<file path="config.mk">
export PLATFORM = sky130hd
export DESIGN_NAME = frame_color_analyzer_flat
export DESIGN_NICKNAME = d
export VERILOG_FILES = /design/src/rtl/frame_color_analyzer_pkg.sv /design/src/rtl/frame_color_analyzer_if.sv /design/src/rtl/pixel_classify.sv /design/src/rtl/frame_color_analyzer.sv /design/src/flat_wrapper.sv
export SDC_FILE = /design/constraint.sdc
export NUM_CORES = 1
export LEC_CHECK = 0
export ABC_AREA = 1
export CAP_MARGIN = 20
export CORE_AREA = 3 3 171 131
export CTS_CLUSTER_DIAMETER = 50
export DETAILED_ROUTE_END_ITERATION = 16
export DIE_AREA = 0 0 174 134
export GPL_TIMING_DRIVEN = 0
export PLACE_DENSITY = 0.48
export SLEW_MARGIN = 25
export SYNTH_ARGS = -nofsm -noshare
export SYNTH_HDL_FRONTEND = slang
export SYNTH_SLANG_ARGS = --single-unit
</file>
<file path="constraint.sdc">
create_clock -name clk -period 2.9 [get_ports clk]
set_input_delay 0.87 -clock clk [delete_from_list [all_inputs] [get_ports clk]]
set_output_delay 0.87 -clock clk [all_outputs]
set_load 0.005 [all_outputs]
</file>
<file path="src/rtl/frame_color_analyzer_pkg.sv">
// Shared camera definitions: frame geometry, color codes and the analyzer FSM
// state encoding. The capture, display and analysis blocks all import this package,
// so they agree on frame size and on what each color code means.
package frame_color_analyzer_pkg;

    // Camera frame geometry in pixels
    localparam int CAM_SCREEN_X = 160;
    localparam int CAM_SCREEN_Y = 120;

    // Dominant-color result codes
    typedef enum logic [1:0] {
        NONE  = 2'b00,
        RED   = 2'b01,
        GREEN = 2'b10,
        BLUE  = 2'b11
    } color_t;

    // Analyzer sequencing states
    typedef enum logic [1:0] {
        IDLE,
        READ,
        DRAIN,
        DONE
    } state_t;

endpackage

</file>
<file path="src/rtl/frame_color_analyzer_if.sv">
// Frame analyzer bus: start/busy/done handshake, frame-buffer read port and
// the result outputs.
//   master : the analyzer (drives address, status and results)
//   slave  : the host / frame-buffer side (drives start and read data)
// Signals:
//   start        request one full-frame analysis
//   mem_addr     frame-buffer read address (AW bits)
//   mem_data     frame-buffer read data, valid one cycle after mem_addr (DW bits)
//   busy         analysis in progress
//   done         one-cycle pulse when results have been updated
//   color        dominant color code (see color_t)
//   *_count      per-class pixel totals of the last completed frame (AW bits)
interface frame_color_analyzer_if #(
    parameter int AW = 15,
    parameter int DW = 8
);
    logic          start;
    logic [AW-1:0] mem_addr;
    logic [DW-1:0] mem_data;
    logic          busy;
    logic          done;
    logic [1:0]    color;
    logic [AW-1:0] red_count;
    logic [AW-1:0] green_count;
    logic [AW-1:0] blue_count;

    modport master (
        input  start, mem_data,
        output mem_addr, busy, done, color, red_count, green_count, blue_count
    );

    modport slave (
        output start, mem_data,
        input  mem_addr, busy, done, color, red_count, green_count, blue_count
    );
endinterface

</file>
<file path="src/rtl/pixel_classify.sv">
// Combinational RGB332 pixel classifier.
// A pixel belongs to a class when that channel is in the upper half of its
// range (>= 4) and strictly brighter than both other channels; at most one of
// the outputs can therefore be high. The 2-bit blue channel is widened to
// 3 bits by repeating its MSB so all channels compare on the same 0..7 scale.
// Ports:
//   pixel    input  DW-bit RGB332 pixel
//   is_red   output pixel is predominantly red
//   is_green output pixel is predominantly green
//   is_blue  output pixel is predominantly blue
module pixel_classify #(
    parameter int DW = 8
) (
    input  logic [DW-1:0] pixel,
    output logic          is_red,
    output logic          is_green,
    output logic          is_blue
);
    logic [2:0] r;
    logic [2:0] g;
    logic [2:0] b3;

    assign r  = pixel[7:5];
    assign g  = pixel[4:2];
    assign b3 = {pixel[1:0], pixel[1]};

    // Bit 2 set is the same as channel >= 4
    assign is_red   = r[2]  && (r  > g) && (r  > b3);
    assign is_green = g[2]  && (g  > r) && (g  > b3);
    assign is_blue  = b3[2] && (b3 > r) && (b3 > g);
endmodule

</file>
<file path="src/rtl/frame_color_analyzer.sv">
// Full-frame dominant color analyzer.
// On start, reads every pixel of the frame buffer once (addresses 0..N-1),
// classifies each pixel as red, green, blue or none, and counts the classes.
// When the frame has been read, the totals and the dominant color are
// published and done pulses for one cycle.
// Ports:
//   clk   frame-buffer read clock
//   rst   synchronous active-high reset
//   bus   analyzer bus (master side): start/busy/done, mem_addr/mem_data,
//         color and red/green/blue_count results
module frame_color_analyzer #(
    parameter int CAM_SCREEN_X = frame_color_analyzer_pkg::CAM_SCREEN_X,
    parameter int CAM_SCREEN_Y = frame_color_analyzer_pkg::CAM_SCREEN_Y,
    parameter int AW           = 15,
    parameter int DW           = 8,
    parameter int MIN_COUNT    = 256
) (
    input  logic                   clk,
    input  logic                   rst,
    frame_color_analyzer_if.master bus
);
    import frame_color_analyzer_pkg::*;

    localparam int            N         = CAM_SCREEN_X * CAM_SCREEN_Y;
    localparam logic [AW-1:0] LAST_ADDR = AW'(N - 1);

    state_t        state;
    state_t        state_nxt;
    logic [AW-1:0] addr;
    logic          pix_vld;
    logic          is_red;
    logic          is_green;
    logic          is_blue;
    logic [AW-1:0] red_cnt;
    logic [AW-1:0] green_cnt;
    logic [AW-1:0] blue_cnt;
    logic [AW-1:0] red_res;
    logic [AW-1:0] green_res;
    logic [AW-1:0] blue_res;
    logic [1:0]    color_res;
    logic          done_q;

    // Largest class wins; strict '>' keeps the earlier class on a tie, giving
    // red > green > blue priority. Too few pixels means no decision.
    function automatic logic [1:0] pick_color(input logic [AW-1:0] r_cnt,
                                              input logic [AW-1:0] g_cnt,
                                              input logic [AW-1:0] b_cnt);
        logic [AW-1:0] best;
        logic [1:0]    code;
        best = r_cnt;
        code = RED;
        if (g_cnt > best) begin
            best = g_cnt;
            code = GREEN;
        end
        if (b_cnt > best) begin
            best = b_cnt;
            code = BLUE;
        end
        if (32'(best) < MIN_COUNT) begin
            code = NONE;
        end
        return code;
    endfunction

    pixel_classify #(
        .DW(DW)
    ) u_classify (
        .pixel    (bus.mem_data),
        .is_red   (is_red),
        .is_green (is_green),
        .is_blue  (is_blue)
    );

    always_ff @(posedge clk) begin
        if (rst) begin
            state <= IDLE;
        end else begin
            state <= state_nxt;
        end
    end

    always_comb begin
        state_nxt = state;
        unique case (state)
            IDLE:    if (bus.start) state_nxt = READ;
            READ:    if (addr == LAST_ADDR) state_nxt = DRAIN;
            DRAIN:   state_nxt = DONE;
            DONE:    state_nxt = IDLE;
            default: state_nxt = IDLE;
        endcase
    end

    // Address walks 0..N-1 during READ and rests at 0 everywhere else, so the
    // first READ cycle always issues address 0.
    always_ff @(posedge clk) begin
        if (rst) begin
            addr <= '0;
        end else if (state == READ && addr != LAST_ADDR) begin
            addr <= addr + 1'b1;
        end else begin
            addr <= '0;
        end
    end

    // Read data lags the address by one cycle: the pixel on mem_data is valid
    // in every READ cycle except the first, plus the single DRAIN cycle.
    assign pix_vld = (state == READ && addr != '0) || (state == DRAIN);

    always_ff @(posedge clk) begin
        if (rst) begin
            red_cnt   <= '0;
            green_cnt <= '0;
            blue_cnt  <= '0;
        end else if (state == IDLE && bus.start) begin
            red_cnt   <= '0;
            green_cnt <= '0;
            blue_cnt  <= '0;
        end else if (pix_vld) begin
            if (is_red)   red_cnt   <= red_cnt + 1'b1;
            if (is_green) green_cnt <= green_cnt + 1'b1;
            if (is_blue)  blue_cnt  <= blue_cnt + 1'b1;
        end
    end

    // Results only change at the DONE->IDLE edge, together with the done pulse.
    always_ff @(posedge clk) begin
        if (rst) begin
            done_q    <= 1'b0;
            red_res   <= '0;
            green_res <= '0;
            blue_res  <= '0;
            color_res <= NONE;
        end else begin
            done_q <= (state == DONE);
            if (state == DONE) begin
                red_res   <= red_cnt;
                green_res <= green_cnt;
                blue_res  <= blue_cnt;
                color_res <= pick_color(red_cnt, green_cnt, blue_cnt);
            end
        end
    end

    assign bus.mem_addr    = addr;
    assign bus.busy        = (state != IDLE);
    assign bus.done        = done_q;
    assign bus.color       = color_res;
    assign bus.red_count   = red_res;
    assign bus.green_count = green_res;
    assign bus.blue_count  = blue_res;
endmodule

</file>
<file path="src/flat_wrapper.sv">
// flat-port wrapper written by rule: the top's interface ports become plain ports
module frame_color_analyzer_flat import frame_color_analyzer_pkg::*;
#(
    parameter int CAM_SCREEN_X = frame_color_analyzer_pkg::CAM_SCREEN_X,
    parameter int CAM_SCREEN_Y = frame_color_analyzer_pkg::CAM_SCREEN_Y,
    parameter int AW           = 15,
    parameter int DW           = 8,
    parameter int MIN_COUNT    = 256
)
  (clk, rst, bus_start, bus_mem_data, bus_mem_addr, bus_busy, bus_done, bus_color, bus_red_count, bus_green_count, bus_blue_count);
  frame_color_analyzer_if #(.AW(AW), .DW(DW)) bus_i ();
  input  logic clk;
  input  logic rst;
  input wire logic [$bits(bus_i.start)-1:0] bus_start;
  input wire logic [$bits(bus_i.mem_data)-1:0] bus_mem_data;
  output wire logic [$bits(bus_i.mem_addr)-1:0] bus_mem_addr;
  output wire logic [$bits(bus_i.busy)-1:0] bus_busy;
  output wire logic [$bits(bus_i.done)-1:0] bus_done;
  output wire logic [$bits(bus_i.color)-1:0] bus_color;
  output wire logic [$bits(bus_i.red_count)-1:0] bus_red_count;
  output wire logic [$bits(bus_i.green_count)-1:0] bus_green_count;
  output wire logic [$bits(bus_i.blue_count)-1:0] bus_blue_count;
  assign bus_i.start = bus_start;
  assign bus_i.mem_data = bus_mem_data;
  assign bus_mem_addr = bus_i.mem_addr;
  assign bus_busy = bus_i.busy;
  assign bus_done = bus_i.done;
  assign bus_color = bus_i.color;
  assign bus_red_count = bus_i.red_count;
  assign bus_green_count = bus_i.green_count;
  assign bus_blue_count = bus_i.blue_count;
  frame_color_analyzer #(.CAM_SCREEN_X(CAM_SCREEN_X), .CAM_SCREEN_Y(CAM_SCREEN_Y), .AW(AW), .DW(DW), .MIN_COUNT(MIN_COUNT)) u_core (.clk(clk), .rst(rst), .bus(bus_i));
endmodule
</file>
Word-level counts from Yosys, hierarchy flattened. Cells that the tools add are included.

Word-level logic and storage cells: 62. Output and inout bits: 64. Flip-flop bits (word level): 110.

Magnitude comparators: 9. Reduce and logical (&&, ||, !) cells: 19. Bitwise gates (word level): 1. Equal/unequal tests: 7. Multiplexer cells: 12. $add $sub $neg: 4.

Operator list (number): $mux 15 (6); $add 15x1->15 const B (4); $gt 15x15->1 (2); $gt 3x3->1 (6); $eq 15x15->1 const B (1); $lt 15x9->1 const B (1); $ne 15x15->1 const B (1); $reduce_bool 15->1 (1); $mux 2 (5); $logic_and 1x1->1 (9); $pmux 2 s4 (1); $reduce_and 2->1 (4); $eq 2x2->1 const B (2); $reduce_or 2->1 (2); $eq 2x1->1 const B (1); $logic_not 2->1 (1); $ne 2x1->1 const B (1); $ne 2x2->1 const B (1); $reduce_bool 2->1 (1); $logic_or 1x1->1 (1); $not 1->1 (1).

Depth between registers and ports, before layout.
Depth in word-level cells: 10. Gate-level depth with buffers: 26. Depth with buffers taken out: 25.

Hierarchy. Synthesis repeated with hierarchy kept, for this count alone.

Cell total of the unflattened synthesis: 856. Area, all modules: 6192.2 µm².

By module, submodules not included: frame_color_analyzer (cells an instance 810, sequential area each 2202.1 µm², area each 5923.2 µm², instances 1); pixel_classify (cells an instance 46, sequential area each 0.0 µm², area each 269.0 µm², instances 1).

Worst setup path after synthesis. No wires, ideal clock.

Kind: reg-to-reg. Start point: register u_core.red_cnt[14]. End point: register u_core.color_res[0] (netlist: u_core.bus.color[0]). Data required time: 2784 ps. Period minus slack after synthesis: 3015 ps. Data arrival time: 2899 ps. Slack: -115 ps. Stages on the path, launching flop included: 25. Library setup time: 116 ps. Buffers on the path: 2. Path through: dfxtp_1 -> inv_1 -> ha_1 -> nand2_2 -> inv_1 -> nand2_1 -> nand2_1 -> a21oi_1 -> nand2_4 -> nand2_4 -> buf_8 -> buf_2 -> o21ai_0 -> ha_1 -> a21o_1 -> nor2_1 -> nand2_1 -> nand2_1 -> nand2_1 -> nand2_1 -> nand3_2 -> nor2_1 -> nand2_2 -> nand3_1 -> a21oi_1.

Word-level cells in the longest chain between the ends: 10. Elaborated cells between the ends (all ways): 12.

Ends and longest elaborated chain: from (decl) (RTL line frame_color_analyzer.sv:34) `logic [AW-1:0] red_cnt;`; from (signal assigned) (RTL line frame_color_analyzer.sv:120) `if (is_red) red_cnt <= red_cnt + 1'b1;`; $gt 15x15->1 (RTL line frame_color_analyzer.sv:52) `if (g_cnt > best) begin`; $mux 15 (RTL line frame_color_analyzer.sv:52); $mux 15 (RTL line frame_color_analyzer.sv:136) `if (state == DONE) begin`; $mux 15 (RTL line frame_color_analyzer.sv:128) `if (rst) begin`; $gt 15x15->1 (RTL line frame_color_analyzer.sv:56) `if (b_cnt > best) begin`; $mux 15 (RTL line frame_color_analyzer.sv:56); $mux 15 (RTL line frame_color_analyzer.sv:136); $mux 15 (RTL line frame_color_analyzer.sv:128); $lt 15x9->1 (RTL line frame_color_analyzer.sv:60) `if (32'(best) < MIN_COUNT) begin`; $mux 2 * (RTL line frame_color_analyzer.sv:60); to (signal assigned) (RTL line frame_color_analyzer.sv:140) `color_res <= pick_color(red_cnt, green_cnt, blue_cnt);`; to (decl) (RTL line frame_color_analyzer.sv:40) `logic [1:0] color_res;`.

Mark *: on every way between the ends. The rest lies on a longest branch, timed or not. The select of a mux whose other input is x is not followed. A chain may end at the register's enable or synchronous reset.

Worst setup path in the final report.
Start point: register u_core.green_cnt[14]. End point: register u_core.color_res[0] (netlist: u_core.bus.color[0]).

Word-level cells in the longest chain between the ends: 10. Elaborated cells between the ends (all ways): 12.

Ends and longest elaborated chain: from (decl) (RTL line frame_color_analyzer.sv:35) `logic [AW-1:0] green_cnt;`; from (signal assigned) (RTL line frame_color_analyzer.sv:121) `if (is_green) green_cnt <= green_cnt + 1'b1;`; $gt 15x15->1 (RTL line frame_color_analyzer.sv:52); $mux 15 (RTL line frame_color_analyzer.sv:52); $mux 15 (RTL line frame_color_analyzer.sv:136); $mux 15 (RTL line frame_color_analyzer.sv:128); $gt 15x15->1 (RTL line frame_color_analyzer.sv:56); $mux 15 (RTL line frame_color_analyzer.sv:56); $mux 15 (RTL line frame_color_analyzer.sv:136); $mux 15 (RTL line frame_color_analyzer.sv:128); $lt 15x9->1 (RTL line frame_color_analyzer.sv:60); $mux 2 * (RTL line frame_color_analyzer.sv:60).

Marked as above.

==> impl_metrics.ini <==
[yosys]
synth_top_family_by_area = simple AND/OR/NAND/NOR gates
synth_ff_type = dfxtp_1
async_flop_share = 0
synthMuxAreaShare = 0
synthCells = 825
synthTopCellsByArea = dfxtp_1 (36%), ha_1 (10%), nand2_1 (9.9%), a21oi_1 (8.5%), o21ai_0 (6.1%)
synth-xor-area-share = 0.0319
synth_common_cells = nand2_1 (159), dfxtp_1 (110), a21oi_1 (103)
syn_area_sq_um = 6040
avgSynthCellArea_sq_um = 7.32
synth_nets = 885
synthDominantCellAreaShare = 0.365
synth_simple_gate_area_frac = 0.270
synth-seq-area-share = 0.365
yosys_warnings = 0
yosysTopAreaCell = dfxtp_1
synth.most_common_cell = nand2_1
synth_edf_count = 0
synth_compound_area_frac = 0.156
synth_fa_ha_area_frac = 0.102
synth_seq_cells = 110
synth.distinct_cells = 43

[timing]
fin_skew_ns = 0.0179
hold_ws_ns = 0.492
period_share = 1.08
setup_viol = 2
relSlewSlack = 0.545
drv_slew = 0
hold_viol = 0
fin_ws_ns = -0.239
rsz0062_at_grt = yes
tightest_slew_ns = 0.683
fmax_mhz = 319
period_needed_ns = 3.14

[min_path]
min_delay_path_depth = 1
hold-path-endpoint = u_core.bus.mem_addr[0]
min-delay-start = u_core.bus.mem_addr[0]
min_path_type = flop to flop

[setup_path]
cp-start-kind = flop
r2r_cells = 21
crit_required_ns = 3.21
path_max_fanout = 5
reg2reg_to = u_core.bus.color[0]
cp.arrival_ns = 3.45
rr_startpoint = u_core.green_cnt[14]
worstSetupPathType = flop to flop
cp-end-kind = flop
rrSetupSlack_ns = -0.24

[grt]
grt_pass1_wl_mm = 30.3
gr-usage-met3 = 0.0379
grt_util_met1 = 0.250
met2_usage = 0.231
track_usage = 0.163
grt_antenna_before_repair = 0
grt_max_degree = 21
top_usage_layer = met1
grt_pass1_vias = 5507
grt-ovfl-total = 0

[floorplan]
coreArea_sq_um = 21000
io_pins = 75
dieWidth_um = 174
die_y_um = 134
rows = 46
dieArea_sq_um = 23300
initial_core_util = 0.288

[layout]
fill_cells = 2254
layout.cells.non_filler = 1233
nNetsFinal = 1000
antenna_cells = 0
area_growth_pct = 35.3
drive_gt1_frac = 0.197
utilization = 0.390
postLayoutCellArea_sq_um = 8170

[cts]
numClockSinks = 110
numCtsBuffers = 9
clock_path_buffers = 2
clk_latency_ns = 0.37
cts_tree = built
path_clk_slew_ns = 0.09
ctsHtreeMaxLevel = 3
cts-root-buf = clkbuf_16
hold_buffers = 0

[power]
power.leakage_uw = 0.00308
peakVddDrop_v = 0.000310
power_density_nw_per_um2 = 561

[placed_design]
portBuffers = 74
dp_hpwl_mm = 13.7
gp_congestion = 0.793
dp_cells = 1187
post_dp_cell_area_sq_um = 7160

[detailed_routing]
ant_nets = 0
drt-total-wl_mm = 19.0
drt-wirelength-per-cell_um = 15.4
vias_per_cell = 4.68
drt_iter0_drc = 353
vias = 5773
drt_pass1_iterations = 5
drcViolationCount = 0

[run_status]
failed_checks = setup timing
status = finished, violations left

[run]
drv_cap = 0
==> layer usage <==
| layer | wire, um | vias to the layer above |
|---|---|---|
| met2 | 7370 | 112 |
| met1 | 10600 | 2659 |
| li1 | - | 2990 |
| met5 | 0 | - |
| met3 | 844 | 12 |
| met4 | 176 | 0 |
==> worst max-delay path by stage <==
stage                                    start                   to  slack (ns)  cells past startpoint
after floorplan             u_core.red_cnt[12]  u_core.bus.color[0]        0.01                     25
after global placement      u_core.red_cnt[12]  u_core.bus.color[1]       -0.62                     25
after detailed placement    u_core.red_cnt[12]  u_core.bus.color[1]       -0.64                     25
after CTS                   u_core.red_cnt[14]  u_core.bus.color[1]       -0.11                     24
after global routing         u_core.red_cnt[9]  u_core.bus.color[0]       -0.40                     23
final                     u_core.green_cnt[14]  u_core.bus.color[0]       -0.24                     21
==> cell type report <==
class,count,area (sq um),area share
Clock inverter,6,57.6,0.00705
Buffer,26,146,0.0179
Inverter,88,368,0.0450
Timing Repair Buffer,104,993,0.122
Sequential cell,110,2240,0.275
Tap cell,288,360,0.0441
Multi-Input combinational cell,601,3760,0.460
Clock buffer,10,239,0.0293
==> report_power, final <==
part	switching (uW)	leakage [uW]	internal [uW]	total (uW)
clock network	654	0.000148	634	1290
registers	96.3	0.000903	1660	1750
logic	819	0.00203	718	1540
==> what timing repair did <==
| item | CTS | global route |
|---|---|---|
| gates resized for setup | 104 | 23 |
| cloned | 1 | 0 |
| setup endpoints to repair | 2 | 14 |
| pin swaps | 39 | 28 |
| setup buffers | 25 | 4 |
==> worst max-delay path, cell delays in order, from the launching register on <==
cell and delay (ns):
dfxtp_2 0.45, ha_4 0.25, nand2_4 0.07, nor2_4 0.04, buf_4 0.12, a21oi_2 0.17, nand2_4 0.08, buf_4 0.16
buf_4 0.15, nand3_1 0.08, nand2_2 0.08, ha_4 0.27, nand2_2 0.06, nor3_2 0.20, and2_1 0.14, nand2_1 0.05
nand2_1 0.06, nand2_2 0.09, buf_6 0.14, a31oi_4 0.13, nand3_2 0.12, a21oi_2 0.14
==> registers in the layout, indices dropped and copies added (netlist names) <==
signal	count
u_core.blue_cnt	15
u_core.bus.blue_count	15
u_core.bus.color	2
u_core.bus.done	1
u_core.bus.green_count	15
u_core.bus.mem_addr	15
u_core.bus.red_count	15
u_core.green_cnt	15
u_core.red_cnt	15
u_core.state	2
==> cell usage in the layout (no fill, tap or decap), types with 10 or more instances in the layout <==
master             n
a21oi_1           96
buf_4             29
clkbuf_1          15
clkdlybuf4s50_1   74
dfxtp_1           88
dfxtp_2           16
ha_1              30
ha_4              17
inv_1             64
inv_2             11
inv_4             10
nand2_1          150
nand2_2           18
nand3_1           40
nand4_1           12
nor2_1            51
nor3_1            23
o21ai_0           63
xor2_1            18
==> stage by stage <==
stage	setup slack [ns]	TNS (ns)	power [uW]
after floorplan	0.0140	0	2500
after detailed placement	-0.638	-6.65	3060
after global placement	-0.618	-15.74	3050
final	-0.239	-0.424	4580
after global routing	-0.401	-0.783	4860
after CTS	-0.105	-0.203	4520
==> cell families (layout without fill, tap and decap cells) <==
family | count (synthesis) | after routing
compound gates | 185 | 185
xor+xnor | 22 | 22
fa+ha+maj | 49 | 49
buf+inv | 114 | 234
flops | 110 | 110
simple gates | 345 | 345
No activity file was read; power rests on OpenSTA's default activity.
